`src/rtl/bls_controller.sv`:
```
// Scheduler between the packet-register bank and BSMODS Black-Scholes modules.
// Define BLS_ROUND_ROBIN_EN for round-robin serve arbitration (default: fixed priority).
module bls_controller #(
    parameter int unsigned BSMODS = 4
) (
    input  logic              clock,
    input  logic              reset,
    input  logic              DONE_WRITING,
    input  logic              OutOfData,
    input  logic [BSMODS-1:0] BS_READY,
    input  logic [BSMODS-1:0] BS_DONE,
    input  logic [BSMODS-1:0] BS_IDLE,
    input  logic [BSMODS-1:0] hasUnusedData,
    input  logic [BSMODS-1:0] REG_READY,
    output logic [BSMODS-1:0] BS_START,
    output logic [BSMODS-1:0] SERVE_REG,
    output logic [7:0]        LED
);

    localparam int unsigned IW = (BSMODS > 1) ? $clog2(BSMODS) : 1;
    localparam int unsigned CW = 5;

    typedef enum logic [1:0] {
        S_IDLE  = 2'b00,
        S_RUN   = 2'b01,
        S_DRAIN = 2'b10,
        S_DONE  = 2'b11
    } state_t;

    state_t            state, state_n;
    logic              armed, armed_n;
    logic              out_flag, out_n;
    logic [CW-1:0]     count, count_n;
    logic [CW:0]       done_cnt;
    logic [BSMODS-1:0] start_n, serve_n, rdy_q, rdy_n, launch;
    logic [7:0]        led_n;
    logic              found;
    logic [IW-1:0]     idx_w;
    int unsigned       base, idx;
`ifdef BLS_ROUND_ROBIN_EN
    logic [IW-1:0]     rr_ptr, rr_ptr_n;
`endif

    // Next-state, launch and serve arbitration
    always_comb begin
        state_n  = state;
        armed_n  = armed | DONE_WRITING;
        out_n    = out_flag | OutOfData;
        count_n  = count;
        done_cnt = '0;
        start_n  = BS_START;
        serve_n  = SERVE_REG;
        rdy_n    = BS_READY & BS_START;
        launch   = '0;
        found    = 1'b0;
        idx      = 0;
        idx_w    = '0;
`ifdef BLS_ROUND_ROBIN_EN
        rr_ptr_n = rr_ptr;
        base     = int'(rr_ptr);
`else
        base     = 0;
`endif

        for (int unsigned k = 0; k < BSMODS; k++)
            done_cnt = done_cnt + (CW+1)'(BS_DONE[k]);
        if (state != S_IDLE)
            count_n = count + CW'(done_cnt);

        case (state)
            S_IDLE:  if (armed_n) state_n = S_RUN;
            S_RUN:   if (out_n) state_n = S_DRAIN;
            S_DRAIN: if ((&BS_IDLE) && (hasUnusedData == '0) &&
                         (BS_START == '0) && (SERVE_REG == '0))
                         state_n = S_DONE;
            default: state_n = S_DONE;
        endcase

        // Start requests drop one clock after the acknowledge is sampled
        for (int unsigned k = 0; k < BSMODS; k++) begin
            if (BS_START[k]) begin
                if (rdy_q[k]) start_n[k] = 1'b0;
            end else if ((state == S_RUN || state == S_DRAIN) &&
                         REG_READY[k] && hasUnusedData[k] && BS_IDLE[k]) begin
                start_n[k] = 1'b1;
                launch[k]  = 1'b1;
            end
        end

        if (SERVE_REG != '0) begin
            if ((|(SERVE_REG & hasUnusedData)) || OutOfData || (state_n != S_RUN))
                serve_n = '0;
        end else if (state_n == S_RUN && !out_n) begin
            for (int unsigned i = 0; i < BSMODS; i++) begin
                idx = base + i;
                if (idx >= BSMODS) idx = idx - BSMODS;
                idx_w = IW'(idx);
                if (!found && !hasUnusedData[idx_w] && !BS_START[idx_w] && !launch[idx_w]) begin
                    found          = 1'b1;
                    serve_n[idx_w] = 1'b1;
`ifdef BLS_ROUND_ROBIN_EN
                    rr_ptr_n = (idx + 1 >= BSMODS) ? '0 : IW'(idx + 1);
`endif
                end
            end
        end

        led_n = {(state_n == S_DONE), 2'(state_n), count_n};
    end

    always_ff @(posedge clock or negedge reset) begin
        if (!reset) begin
            state     <= S_IDLE;
            armed     <= 1'b0;
            out_flag  <= 1'b0;
            count     <= '0;
            BS_START  <= '0;
            SERVE_REG <= '0;
            rdy_q     <= '0;
            LED       <= '0;
`ifdef BLS_ROUND_ROBIN_EN
            rr_ptr    <= '0;
`endif
        end else begin
            state     <= state_n;
            armed     <= armed_n;
            out_flag  <= out_n;
            count     <= count_n;
            BS_START  <= start_n;
            SERVE_REG <= serve_n;
            rdy_q     <= rdy_n;
            LED       <= led_n;
`ifdef BLS_ROUND_ROBIN_EN
            rr_ptr    <= rr_ptr_n;
`endif
        end
    end

endmodule

```
`config.mk`:
```
export PLATFORM = sky130hd
export DESIGN_NAME = bls_controller
export DESIGN_NICKNAME = d
export VERILOG_FILES = /design/src/rtl/bls_controller.sv
export SDC_FILE = /design/constraint.sdc
export NUM_CORES = 1
export LEC_CHECK = 0
export CELL_PAD_IN_SITES_DETAIL_PLACEMENT = 1
export CELL_PAD_IN_SITES_GLOBAL_PLACEMENT = 1
export CORE_ASPECT_RATIO = 1.1
export CORE_UTILIZATION = 38
export CTS_BUF_LIST = sky130_fd_sc_hd__clkbuf_4
export DETAILED_ROUTE_END_ITERATION = 16
export PLACE_DENSITY = 0.95
export SYNTH_ARGS = -nofsm -noshare
export SYNTH_HDL_FRONTEND = slang
export SYNTH_SLANG_ARGS = --single-unit
```
`constraint.sdc`:
```
create_clock -name clock -period 5.3 [get_ports clock]
set_clock_uncertainty 0.15 [all_clocks]
set_input_delay 0.795 -clock clock [delete_from_list [all_inputs] [get_ports clock]]
set_output_delay 0.795 -clock clock [all_outputs]
set_load 0.02 [all_outputs]
```
==> results <==
- The worst path meets setup with 2.52 ns of slack.
- Once the clock tree was built, the resizer swapped 0 gates to a different size.
- The root buffer selected by CTS is clkbuf_4.
- Yosys mapped a number of flops with a built-in enable equal to 0.
- The worst path in the final design needs a cycle of 2.78 ns, including I/O delays and setup.
- Counting instances, the worst hold path has a depth of 1.
- The final setup violation count is 0.
- The final weighted congestion in routability-driven placement is 0.827.
- The number of sinks driven by the clock tree is 22.
- The violation count after the first detailed-routing iteration is 11.
- Relative to the synthesized area, the layout overhead comes to 41.0%.
- Synthesis instantiated 36 different standard cells from the library.
- The critical path is of the in2reg type.
- The relative slew slack is 33.6%.
- The top fanout value on the critical path is 2.
- The number of antenna violations at the first check in global routing is 0.
- The post-synthesis net count is 125.
- The maximum achievable frequency is 0.359 GHz.
- Ranked by total cell area, the synthesized netlist is headed by dfrtp_1, ha_1, fa_1.
- The number of violations of the max-capacitance limit is 0.
- The width of the chip is 53.7 microns.
- Post-CTS timing repair inserted 0 buffers for setup.
- The worst-path cell with the longest stage delay is fa_1.
- The run finished with clean final reports.
- The post-synthesis average cell area is 12.0 sq um.
- The most instantiated library cell after synthesis is dfrtp_1.
- The sequential cells in the finished layout cover a total of 551 sq um.
- The number of detailed-routing iterations run before antenna repair is 4.
- The sequential share of the synthesized area is 49.3%.
- From bottom edge to top edge, the die measures 58.9 microns.
- The detailed-route wire length per cell is 17.1 microns.
- The post-layout instance area is 1580 sq um.
- The cell occurring most often along the worst timing path is fa_1.
- Synthesis handed over a netlist of 93 instances.
- The transition time of the tightest slew-check pin is 0.992 ns.
- The routed design has 2900 microns of wire.
- After layout, the worst path uses 52.5% of the clock period.
- TritonCTS built the clock tree.
- The number of filler cells placed in the layout is 305.
- STA classifies the critical path startpoint as a primary input.
- The port buffer count is 39.
- No sink is reached through more buffers than the 2 on the longest clock path.
- The largest single stage delay on the critical path is 0.56 ns.
- The area used by multi-input combinational logic is 544 sq um.
- In this run the power density over the cells is 471 nW/um^2.
- In this run the number of H-tree levels came out at 1.
- The via count of the first global-routing pass was 1027.
- The biggest area consumer among synthesized cells is dfrtp_1.
- Counting both buffers and inverters, the worst setup path holds a total of 2.
- In the final timing run, aggregate negative setup slack is 0 ns.
- The arrival time at the worst endpoint is 2.84 ns.
- Of the cells placed in the final design, the portion with a size suffix greater than 1 is 9.56%.
- The via-per-instance ratio is 5.47.
- Counting buffers and inverters, the worst setup path is 8 cells deep.
- Entering global routing, the biggest net connects 23 pins.
- Summed over all nets, the half-perimeter wirelength after detailed placement is 2330 microns.
- The warning count from the yosys run is 0.
- The clock-pin slew reported for the worst setup and hold paths after clock tree synthesis is 0.13 ns.
- At the worst endpoint, the required time is 5.36 ns.
- The CTS buffer count is 3.
- The clock reaches the later pin of the worst-skew pair after 0.30 ns.
- The worst hold path belongs to the class reg2reg.
- The starting utilization of the core area is 40.2%.
- By count the netlist is led by dfrtp_1, inv_1, nor2_1, ha_1, nand4_1.
- The post-placement cell area is 1550 sq um.
- After the last flow step, the layout net total stands at 169.
- The overall fraction of global-route tracks in use is 20.8%.
- Setup repair after global routing left no endpoint under its margin.
- The worst setup timing slack at the placement stage is 2.17 ns.
- The number of pins with negative max-slew slack in the final report is 0.
- For the worst flop-to-flop path, the logic depth is 6.
- The number of hold violations in the final report is 0.
- The critical path goes through clkdlybuf4s50_1, fa_1, fa_1, inv_1, fa_1, nor2_1, nand3_1, xnor2_1.
- In this run the core area contains 20 standard-cell rows.
- The cell area after synthesis is 1120 sq um.
- For this run, the leading register cell type out of synthesis is dfrtp_1.
- The share of flip-flops with an asynchronous set or reset is 100%.
- The boundary pin count is 40.
- The count of antenna diodes in the layout is 0.
- In the routed design, unresolved DRC markers number 0.
- The core outline area is 2780 sq um.
- The first-pass GRT wire length is 4750 microns.
- The post-route antenna net violation count is 0.
- The cell type group with the largest total delay on the critical path is adder cells.
- The hold-fix buffer count after cts is 0.
- The vias after detailed routing is 925.
- The worst setup path is captured at a flop.
- For this design the static power due to leakage is 0.648 nW.
- Summed over its instances, the top area cell type makes up 49.3% of the synthesized netlist area.
- After global routing the overflow that remains totals 0.
- The total die area is 3160 sq um.
- The synthesis-stage register bit count is 22.
- After layout, the design draws a total of 0.742 mW.
- IR analysis of the VDD net gives a maximum drop of 0.227 mV.
[routing by layer]
| layer | share of wire (%) | global-route usage [%] | vias to the layer above |
|---|---|---|---|
| met5 | 0 | 0 | - |
| met4 | 0.48 | 6.02 | 0 |
| met2 | 55 | 37.7 | 32 |
| li1 | - | - | 431 |
| met1 | 40 | 24.7 | 460 |
| met3 | 4.3 | 3.10 | 2 |
[report_power, final]
group	switching (mW)	internal, mW	leakage, nW	total, mW
combinational	0.195	0.183	0.362	0.378
sequential	0.0646	0.221	0.271	0.286
clock	0.0510	0.0274	0.0154	0.0785
total	0.311	0.431	0.648	0.742
[final timing paths]
check | slack [ns] | to | start
setup / recovery | 2.52 | LED[4] | BS_DONE[0]
hold / removal | 0.28 | BS_START[1] | rdy_q[1]
setup reg to reg | 3.15 | SERVE_REG[0] | state[0]
hold reg to reg | 0.28 | BS_START[1] | rdy_q[1]
max in group asynchronous | 3.53 | SERVE_REG[2] | reset
min in group asynchronous | 0.87 | rdy_q[3] | reset
[metrics by stage]
step / hold slack (ns) / cells / util [%]
detailed placement: 0.272 / 165 / 55.8
finish: 0.283 / 169 / 56.7
global placement: 0.258 / 165 / 55.8
floorplan: 0.252 / 93 / -
global route: 0.295 / 169 / 56.7
CTS: 0.290 / 169 / 56.7
[logic make-up after synthesis]
group / after synthesis / share of synthesized area [%]
xor gates and xnor gates: 3 / 2.35
DFF: 22 / 49.3
adders and majority gates: 8 / 11.0
muxes: 5 / 4.59
and+or+nand+nor: 35 / 20.0
AOI/OAI and AO/OA: 14 / 10.7
buffers and inverters: 6 / 2.02
[flip-flops by register name (all words and copies together), names as in the netlist]
register and count:
BS_START 4, SERVE_REG 4, count 4, rdy_q 4, LED 3, armed 1
out_flag 1, state 1
[placed cells by master (no fill, tap or decap), types with 2 or more instances in the layout]
| cell | synthesis | routed |
|---|---|---|
| clkdlybuf4s50_1 | 0 | 39 |
| dfrtp_1 | 22 | 22 |
| inv_1 | 6 | 6 |
| nor2_1 | 6 | 6 |
| nand4_1 | 5 | 5 |
| ha_1 | 5 | 5 |
| nand2_1 | 4 | 4 |
| and2_1 | 4 | 4 |
| mux2i_1 | 4 | 4 |
| or4_1 | 3 | 3 |
| fa_1 | 3 | 3 |
| clkbuf_4 | 0 | 3 |
| or2_2 | 2 | 2 |
| nor4_2 | 2 | 2 |
| a21oi_1 | 2 | 2 |
| a32o_1 | 2 | 2 |
| xor2_1 | 2 | 2 |
[area by class of cell]
type	count	share of cell area [%]
repair buffers	39	24.8
inverters	6	1.43
clock buffers	3	1.43
clock inverters	1	0.238
flip-flops and latches	22	34.9
well taps	33	2.62
multi-input cells	65	34.6
Power figures use the tool's default switching activity.
